[src/rtl/count_display_driver_pkg.sv]
// Shared types and constants for the people-count 4-digit 7-segment display driver.
package count_display_driver_pkg;

  localparam int unsigned BIN_W     = 14;
  localparam int unsigned DIGITS    = 4;
  localparam int unsigned BCD_W     = 4 * DIGITS;
  localparam int unsigned MAX_COUNT = 9999;

  localparam logic [BIN_W-1:0] MAX_COUNT_BIN = BIN_W'(MAX_COUNT);

  typedef enum logic [1:0] {
    StIdle,
    StShift,
    StDone
  } conv_state_e;

  // Active-high segment codes, bit order {g,f,e,d,c,b,a}
  localparam logic [6:0] SEG_ZERO  = 7'b0111111;
  localparam logic [6:0] SEG_DASH  = 7'b1000000;
  localparam logic [6:0] SEG_BLANK = 7'b0000000;

  function automatic logic [6:0] seg_decode(input logic [3:0] digit);
    logic [6:0] code;
    case (digit)
      4'd0:    code = SEG_ZERO;
      4'd1:    code = 7'b0000110;
      4'd2:    code = 7'b1011011;
      4'd3:    code = 7'b1001111;
      4'd4:    code = 7'b1100110;
      4'd5:    code = 7'b1101101;
      4'd6:    code = 7'b1111101;
      4'd7:    code = 7'b0000111;
      4'd8:    code = 7'b1111111;
      4'd9:    code = 7'b1101111;
      default: code = SEG_BLANK;
    endcase
    return code;
  endfunction

endpackage

[src/rtl/bin2bcd_seq.sv]
// Sequential double-dabble converter with a one-deep, last-value-wins pending slot.
module bin2bcd_seq
  import count_display_driver_pkg::*;
(
  input  logic             clk_i,
  input  logic             reset_i,
  input  logic [BIN_W-1:0] count_i,
  input  logic             valid_i,
  output logic             busy_o,
  output logic             done_o,
  output logic [BCD_W-1:0] bcd_o,
  output logic             ovf_o
);

  localparam logic [3:0] CntLast = 4'(BIN_W - 1);

  conv_state_e      state_q, state_d;
  logic [BIN_W-1:0] bin_q, bin_d;
  logic [BCD_W-1:0] bcd_q, bcd_d;
  logic [3:0]       cnt_q, cnt_d;
  logic             rng_q, rng_d;
  logic [BIN_W-1:0] pend_q, pend_d;
  logic             pend_vld_q, pend_vld_d;
  logic [BCD_W-1:0] adj;
  logic [BIN_W-1:0] load_val;

  always_comb begin
    state_d    = state_q;
    bin_d      = bin_q;
    bcd_d      = bcd_q;
    cnt_d      = cnt_q;
    rng_d      = rng_q;
    pend_d     = pend_q;
    pend_vld_d = pend_vld_q;

    adj = bcd_q;
    for (int i = 0; i < DIGITS; i++) begin
      if (bcd_q[4*i +: 4] >= 4'd5) adj[4*i +: 4] = bcd_q[4*i +: 4] + 4'd3;
    end
    // A strobe in DONE is newer than anything already pending
    load_val = valid_i ? count_i : pend_q;

    unique case (state_q)
      StIdle: begin
        if (valid_i) begin
          bin_d   = load_val;
          bcd_d   = '0;
          cnt_d   = '0;
          rng_d   = (load_val > MAX_COUNT_BIN);
          state_d = StShift;
        end
      end
      StShift: begin
        {bcd_d, bin_d} = {adj, bin_q} << 1;
        cnt_d = cnt_q + 4'd1;
        if (cnt_q == CntLast) state_d = StDone;
        if (valid_i) begin
          pend_d     = count_i;
          pend_vld_d = 1'b1;
        end
      end
      StDone: begin
        if (valid_i || pend_vld_q) begin
          bin_d      = load_val;
          bcd_d      = '0;
          cnt_d      = '0;
          rng_d      = (load_val > MAX_COUNT_BIN);
          pend_vld_d = 1'b0;
          state_d    = StShift;
        end else begin
          state_d = StIdle;
        end
      end
      default: state_d = StIdle;
    endcase
  end

  always_ff @(posedge clk_i) begin
    if (reset_i) begin
      state_q    <= StIdle;
      bin_q      <= '0;
      bcd_q      <= '0;
      cnt_q      <= '0;
      rng_q      <= 1'b0;
      pend_q     <= '0;
      pend_vld_q <= 1'b0;
    end else begin
      state_q    <= state_d;
      bin_q      <= bin_d;
      bcd_q      <= bcd_d;
      cnt_q      <= cnt_d;
      rng_q      <= rng_d;
      pend_q     <= pend_d;
      pend_vld_q <= pend_vld_d;
    end
  end

  assign busy_o = (state_q != StIdle);
  assign done_o = (state_q == StDone);
  assign bcd_o  = bcd_q;
  assign ovf_o  = rng_q;

endmodule

[src/rtl/count_display_driver.sv]
// Top level: conversion sub-module, display register, digit scan, blanking and output polarity.
module count_display_driver
  import count_display_driver_pkg::*;
#(
  parameter int unsigned REFRESH_DIV = 50000,
  parameter bit          BLANK_LZ    = 1'b1,
  parameter bit          ACTIVE_LOW  = 1'b1
) (
  input  logic             clk,
  input  logic             reset,
  input  logic [BIN_W-1:0] count_in,
  input  logic             count_valid,
  output logic             busy,
  output logic             ovf,
  output logic [6:0]       seg,
  output logic             dp,
  output logic [3:0]       an
);

  localparam int unsigned CntW   = (REFRESH_DIV > 1) ? $clog2(REFRESH_DIV) : 1;
  localparam logic [CntW-1:0] CntMax = CntW'(REFRESH_DIV - 1);
  localparam logic [6:0] SegRst  = ACTIVE_LOW ? ~SEG_ZERO : SEG_ZERO;
  localparam logic [3:0] AnRst   = ACTIVE_LOW ? 4'b1110 : 4'b0001;
  localparam logic       DpOff   = ACTIVE_LOW;

  logic             conv_done;
  logic             conv_ovf;
  logic [BCD_W-1:0] conv_bcd;

  logic [BCD_W-1:0] disp_q, disp_d;
  logic             dovf_q, dovf_d;
  logic [CntW-1:0]  ref_q, ref_d;
  logic [1:0]       dig_q, dig_d;
  logic [6:0]       seg_q, seg_d;
  logic [3:0]       an_q, an_d;
  logic             ovf_q, ovf_d;

  logic [3:0]        nib;
  logic [DIGITS-1:0] lz;
  logic              run_zero;
  logic [6:0]        pat;

  bin2bcd_seq u_bin2bcd_seq (
    .clk_i   (clk),
    .reset_i (reset),
    .count_i (count_in),
    .valid_i (count_valid),
    .busy_o  (busy),
    .done_o  (conv_done),
    .bcd_o   (conv_bcd),
    .ovf_o   (conv_ovf)
  );

  always_comb begin
    disp_d = disp_q;
    dovf_d = dovf_q;
    if (conv_done) begin
      disp_d = conv_bcd;
      dovf_d = conv_ovf;
    end

    ref_d = ref_q + 1'b1;
    dig_d = dig_q;
    if (ref_q == CntMax) begin
      ref_d = '0;
      dig_d = dig_q + 2'd1;
    end

    nib = '0;
    for (int i = 0; i < DIGITS; i++) begin
      if (dig_q == 2'(i)) nib = disp_q[4*i +: 4];
    end

    // lz[i]: digit i and every higher digit are zero
    lz       = '0;
    run_zero = 1'b1;
    for (int i = DIGITS - 1; i >= 0; i--) begin
      run_zero = run_zero & (disp_q[4*i +: 4] == 4'd0);
      lz[i]    = run_zero;
    end

    if (dovf_q) begin
      pat = SEG_DASH;
    end else if (BLANK_LZ && (dig_q != 2'd0) && lz[dig_q]) begin
      pat = SEG_BLANK;
    end else begin
      pat = seg_decode(nib);
    end

    seg_d = ACTIVE_LOW ? ~pat : pat;
    an_d  = ACTIVE_LOW ? ~(4'b0001 << dig_q) : (4'b0001 << dig_q);
    ovf_d = dovf_q;
  end

  always_ff @(posedge clk) begin
    if (reset) begin
      disp_q <= '0;
      dovf_q <= 1'b0;
      ref_q  <= '0;
      dig_q  <= '0;
      seg_q  <= SegRst;
      an_q   <= AnRst;
      ovf_q  <= 1'b0;
    end else begin
      disp_q <= disp_d;
      dovf_q <= dovf_d;
      ref_q  <= ref_d;
      dig_q  <= dig_d;
      seg_q  <= seg_d;
      an_q   <= an_d;
      ovf_q  <= ovf_d;
    end
  end

  assign seg = seg_q;
  assign an  = an_q;
  assign dp  = DpOff;
  assign ovf = ovf_q;

endmodule

[config.mk]
export PLATFORM = sky130hd
export DESIGN_NAME = count_display_driver
export DESIGN_NICKNAME = d
export VERILOG_FILES = /design/src/rtl/count_display_driver_pkg.sv /design/src/rtl/bin2bcd_seq.sv /design/src/rtl/count_display_driver.sv
export SDC_FILE = /design/constraint.sdc
export NUM_CORES = 1
export LEC_CHECK = 0
export CAP_MARGIN = 20
export CORE_MARGIN = 2
export CORE_UTILIZATION = 60
export CTS_CLUSTER_DIAMETER = 50
export DETAILED_ROUTE_END_ITERATION = 16
export GPL_ROUTABILITY_DRIVEN = 0
export PLACE_DENSITY = 0.81
export RECOVER_POWER = 50
export SLEW_MARGIN = 20
export SYNTH_ARGS = -nofsm -noshare
export SYNTH_HDL_FRONTEND = slang
export SYNTH_HIERARCHICAL = 1
export SYNTH_SLANG_ARGS = --single-unit
[constraint.sdc]
create_clock -name clk -period 4.6 [get_ports clk]
set_input_delay 0.92 -clock clk [delete_from_list [all_inputs] [get_ports clk]]
set_output_delay 0.92 -clock clk [all_outputs]
set_load 0.005 [all_outputs]
# Word level (Yosys, flattened, before mapping)
# Memory sizes are Yosys's and may differ from the RTL's.
# Cells that the tools add are included.
word_totals:
  out_inout_bits: 14
  elab_cells: 95
  regBits: 99
  mem_bits_ro: 112
  in_bits: 17
  memories: 1
memory_table:
  columns: ["name", "depth", "word_bits", "rd", "rd_clocked_by_memory_dff", "wr", "line_no", "text"]
  rows:
  - ["(no name shown)", 16, 7, 1, 0, 0, "count_display_driver_pkg.sv:24", "case (digit)"]
classes:
  n_eq_ne: 11
  n_bitwise: 5
  shift: 1
  magnitude_cmp: 6
  addsub: 7
  reduce_logical: 18
  mux: 32
op_table:
  columns: ["cell", "n"]
  rows:
  - ["case mux 16 bit (3 select lines)", 1]
  - ["two-way mux 14 bit", 3]
  - ["case mux 14 bit (3 select lines)", 1]
  - ["two-way mux 4 bit", 9]
  - ["two-way mux 16 bit", 2]
  - ["adder 16 x 1 -> 16 bit (second input constant)", 1]
  - ["equality test 16 bit (second input constant)", 1]
  - [">= comparator 4 x 3 -> 1 bit (second input constant)", 4]
  - ["logical NOT 4 bit", 4]
  - ["greater-than comparator 14 bit (second input constant)", 1]
  - ["two-way mux 7 bit", 2]
  - ["adder 4 x 2 -> 4 bit (second input constant)", 3]
  - ["case mux 4 bit (3 select lines)", 1]
  - ["AND reduction 3 bit", 3]
  - ["nonzero test 2 bit", 4]
  - ["inverter 7 bit", 1]
  - ["equality test 2 bit (second input constant)", 3]
  - ["two-way mux 1 bit", 6]
  - ["case mux 2 bit (3 select lines)", 1]
  - ["adder 4 x 1 -> 4 bit (second input constant)", 1]
  - ["equality test 2 x 1 -> 1 bit (second input constant)", 2]
  - ["equality test 4 bit (second input constant)", 1]
  - ["logical NOT 2 bit", 2]
  - ["two-way mux 2 bit", 2]
  - ["16 further kinds", 21]

# Logic depth before layout (Yosys ltp)
depth:
  ltp_word: 10
  mapped_depth: 10
  depth_no_buf: 10

# Hierarchy
# The synthesis kept the hierarchy.
modules_own_cells:
  columns: ["module", "seq_area_each_um2", "cells_per_inst", "area_per_inst_um2", "instances"]
  rows:
  - ["bin2bcd_seq", 1041.0, 305, 2499.9, 1]
  - ["count_display_driver", 940.9, 233, 2168.3, 1]

# Least setup slack after synthesis
# Ideal clock, no wire load.
synth_timing:
  path_kind: "register to register"
  from: "register dig_q[0]"
  to: "register seg_q[3] (netlist: seg[3])"
  arrival_ps: 1907
  n_path_buf: 0
  path_stages_with_launch: 11
  setup_slack_ps: 2623
  path_cell_list: "dfxtp_1 inv_1 ha_1 nor2b_1 o21ai_0 o31a_1 inv_1 ha_1 nand2_1 a21o_2 a21oi_1"
synth_via:
  elab_chain_cells: 9
synth_rtl:
  columns: ["item", "line_no", "text"]
  rows:
  - ["from (decl)", "count_display_driver.sv:33", "logic [1:0] dig_q, dig_d;"]
  - ["from (signal assigned)", "count_display_driver.sv:108", "dig_q <= dig_d;"]
  - ["logical NOT 2 bit", "count_display_driver.sv:71", "if (dig_q == 2'(i)) nib = disp_q[4*i +: 4];"]
  - ["two-way mux 4 bit (4 in a row)", "count_display_driver.sv:71", null]
  - ["memory read (16 x 7 bit)", null, null]
  - ["two-way mux 7 bit (*)", "count_display_driver.sv:84", "end else if (BLANK_LZ && (dig_q != 2'd0) && lz[dig_q]) begin"]
  - ["two-way mux 7 bit (*)", "count_display_driver.sv:82", "if (dovf_q) begin"]
  - ["inverter 7 bit (*)", "count_display_driver.sv:90", "seg_d = ACTIVE_LOW ? ~pat : pat;"]
  - ["to (signal assigned)", "count_display_driver.sv:101", "seg_q <= SegRst;"]
  - ["to (signal assigned)", "count_display_driver.sv:109", "seg_q <= seg_d;"]
  - ["to (decl)", "count_display_driver.sv:34", "logic [6:0] seg_q, seg_d;"]
# Mark *: on every way between the ends. The rest lies on a longest branch, timed or not. The select of a mux whose other input is x is not followed.
# A chain may end at the register's enable or synchronous reset.

# Final worst setup path
layout_timing:
  from: "input port reset"
  to: "register u_bin2bcd_seq.state_q[1]"
layout_lines:
  columns: ["item", "line_no", "text"]
  rows:
  - ["from (decl)", "count_display_driver.sv:10", "input logic reset,"]
  - ["to (signal assigned)", "bin2bcd_seq.sv:80", "state_q <= StIdle;"]
  - ["to (signal assigned)", "bin2bcd_seq.sv:88", "state_q <= state_d;"]
  - ["to (decl)", "bin2bcd_seq.sv:17", "conv_state_e state_q, state_d;"]
# No word-level cell between the ends.

==> flow_summary.ini <==
[synthesis]
ys_seq_area_share_pct = 42.46
netlist_area_sq_um = 4668
synthTopCellsByArea = dfxtp_1 (42%), mux2i_1 (7.5%), nor2_1 (7.2%), ha_1 (5.4%), a21oi_1 (4.6%)
async_flop_share_pct = 0
synth_edf_count = 0
syn_inst = 538
ys_warn_count = 6
syn_area_per_cell_sq_um = 8.677
yosys.area.top_type = dfxtp_1
synth.net_count = 575
synth-seq-cells = 99
synth_flop_cell = dfxtp_1
ys_types = 56
synthDominantCellAreaShare_pct = 42.46

[die]
fp.coreArea_sq_um = 7647
die_h_um = 92.21
start_util_pct = 61.04
io_pins = 31
die_area_sq_um = 8502
die-width_um = 92.21
std_cell_rows = 32

[power_and_ir_drop]
p_per_area_nw_per_um2 = 303.0
ir_drop_uv = 178.8
leakagePower_uw = 0.001876
finalPower_uw = 1560

[route]
vias_per_cell = 5.682
drt_first_pass_iters = 4
drtIter0Drc = 176
vias = 3733
drc_errors = 0
ant_nets = 0
totalWireLength_mm = 9.198
wl_per_cell_um = 14.00

[layout]
fill_cells = 636
multi_input_area_sq_um = 2454
areaGrowthSynthToFinish_pct = 10.32
fin_cells = 657
n_antenna_cell = 0
drive_above_1_share_pct = 5.946
final_nets = 587
regArea_sq_um = 1982

[timing]
max_freq_mhz = 351.1
rsz0062_at_grt = no
fin_tns_setup_ns = 0
hold_ws_ns = 0.4647
period_minus_slack_ns = 2.848
slew_headroom_pct = -34.45
setup_viol = 0
hold_viol = 0
skew_ns = 0.01476
tightestPinTransition_ns = 2.017
slew_viol_final = 47
min_period_over_period_pct = 61.92

[grt]
grt_pass1_wl_mm = 15.86
grt_max_degree = 47
grt_usage_pct = 22.76
grt_overflow = 0
antenna_found_initial = 0
grt_pass1_vias = 3433

[cts]
root_buffer = clkbuf_8
cts_inserted_buffers = 9
clkSlewWorstSetupHoldPaths_ns = 0.09
clockBufferDepth = 2
clk_latency_ns = 0.36
cts_tree = built
ctsResizeCount = 0
cts_setup_buffers = 0
clock_sinks = 99
htreeDepth = 3
holdBufCountCts = 0

[setup_path]
startpoint_type = input port
path_class = input port to flop
worstPathArrival_ns = 3.06
path_max_fanout = 46
end_kind = flop
cp.required_ns = 4.81

[worst_hold_path]
min_path_type = flop to flop

[placed_design]
port_buffers = 29
place_inst = 641
dp_hpwl_mm = 6.134

[run_status]
status = complete, but fails checks
violations = max-capacitance violations, max-slew violations

[run]
cap_violations = 1
-- cell usage in the layout (no fill, tap or decap), drive strengths merged, types with 15 or more instances in the layout --
master          n
nand3          27
clkdlybuf4s50  21
ha             20
a221oi         15
inv            22
nor2           89
dfxtp          99
o21ai          18
nand2          29
a21oi          44
mux2i          35
-- worst max-delay path: stages --
cell and delay (ns):
clkbuf_1 1.42, buf_4 0.59, nor3_1 0.11
-- cells in the mapped netlist (all sizes together), types with 2 or more instances --
library cell and n:
o21ai 18, and2 4, nor3b 3, dfxtp 99
nor4 5, clkbuf 18, xnor2 11, nor2b 5
xor2 11, a21oi 44, a221oi 15, nor3 11
nand3 27, or2b 2, inv 21, nand2 29
buf 14, nor2 89, or4 2, and3 3
a31oi 4, a21o 3, mux2i 35, or2 4
a211oi 9, nand2b 8, nand4 5, nand3b 4
ha 20
-- power by group --
group	switching, uW	internal (uW)	leakage (uW)
logic	73.6	45.9	0.000973
clock network	285	267	0.000101
registers	13.6	875	0.000802
total	372	1190	0.00188
-- final cells by class --
class	instances	area share, %
multi-input cells	386	47.64
flip-flops and latches	99	38.48
repair buffers	33	6.098
clock buffers	12	2.818
well taps	102	2.478
inverters	21	1.531
clock inverters	4	0.9475
-- routing by layer --
metal  GRT usage, %  vias to the layer above  share of wire [%]
met4          5.721                        0               0.96
met1          29.64                     1764                 48
met5              0                        -                  0
li1               -                     1890                  -
met3          5.670                        8                3.6
met2          37.93                       71                 48
-- flip-flops by register name (all words and copies together) (netlist names) --
| register | flops |
|---|---|
| seg | 7 |
| u_bin2bcd_seq/state_q | 2 |
| an | 4 |
| u_bin2bcd_seq/bcd_o | 16 |
| dovf_q | 1 |
| u_bin2bcd_seq/pend_vld_q | 1 |
| ovf | 1 |
| u_bin2bcd_seq/bin_q | 14 |
| u_bin2bcd_seq/cnt_q | 4 |
| u_bin2bcd_seq/ovf_o | 1 |
| dig_q | 2 |
| ref_q | 16 |
| disp_q | 16 |
| u_bin2bcd_seq/pend_q | 14 |
-- stage by stage --
step | utilization [%] | instance area, sq um | worst slack (ns)
CTS | 67.36 | 5151 | 2.046
detailed placement | 64.82 | 4957 | 1.663
finish | 67.34 | 5150 | 1.752
global route | 67.34 | 5150 | 1.575
floorplan | - | 4668 | 2.623
global placement | 64.82 | 4957 | 1.755
-- cell families (layout without fill, tap and decap cells) --
group | count (synthesis) | in the layout | share of synthesized area (%)
adders and majority gates | 20 | 20 | 5.360
DFF | 99 | 99 | 42.46
other | 1 | 1 | 0.08033
muxes | 35 | 35 | 7.505
buffers and inverters | 53 | 70 | 5.092
and+or+nand+nor | 205 | 205 | 20.77
AOI/OAI and AO/OA | 103 | 103 | 14.61
xor gates and xnor gates | 22 | 22 | 4.127
-- worst paths after layout --
check	depth (start not counted)	from	slack [ns]	endpoint
worst max-delay path	3	reset	1.75	u_bin2bcd_seq/state_q[1]
worst max register to register	8	dig_q[1]	2.14	seg[3]
worst min-delay path	2	u_bin2bcd_seq/pend_q[0]	0.46	u_bin2bcd_seq/pend_q[0]
worst min register to register	2	u_bin2bcd_seq/pend_q[0]	0.46	u_bin2bcd_seq/pend_q[0]
No activity file was read; power rests on OpenSTA's default activity.
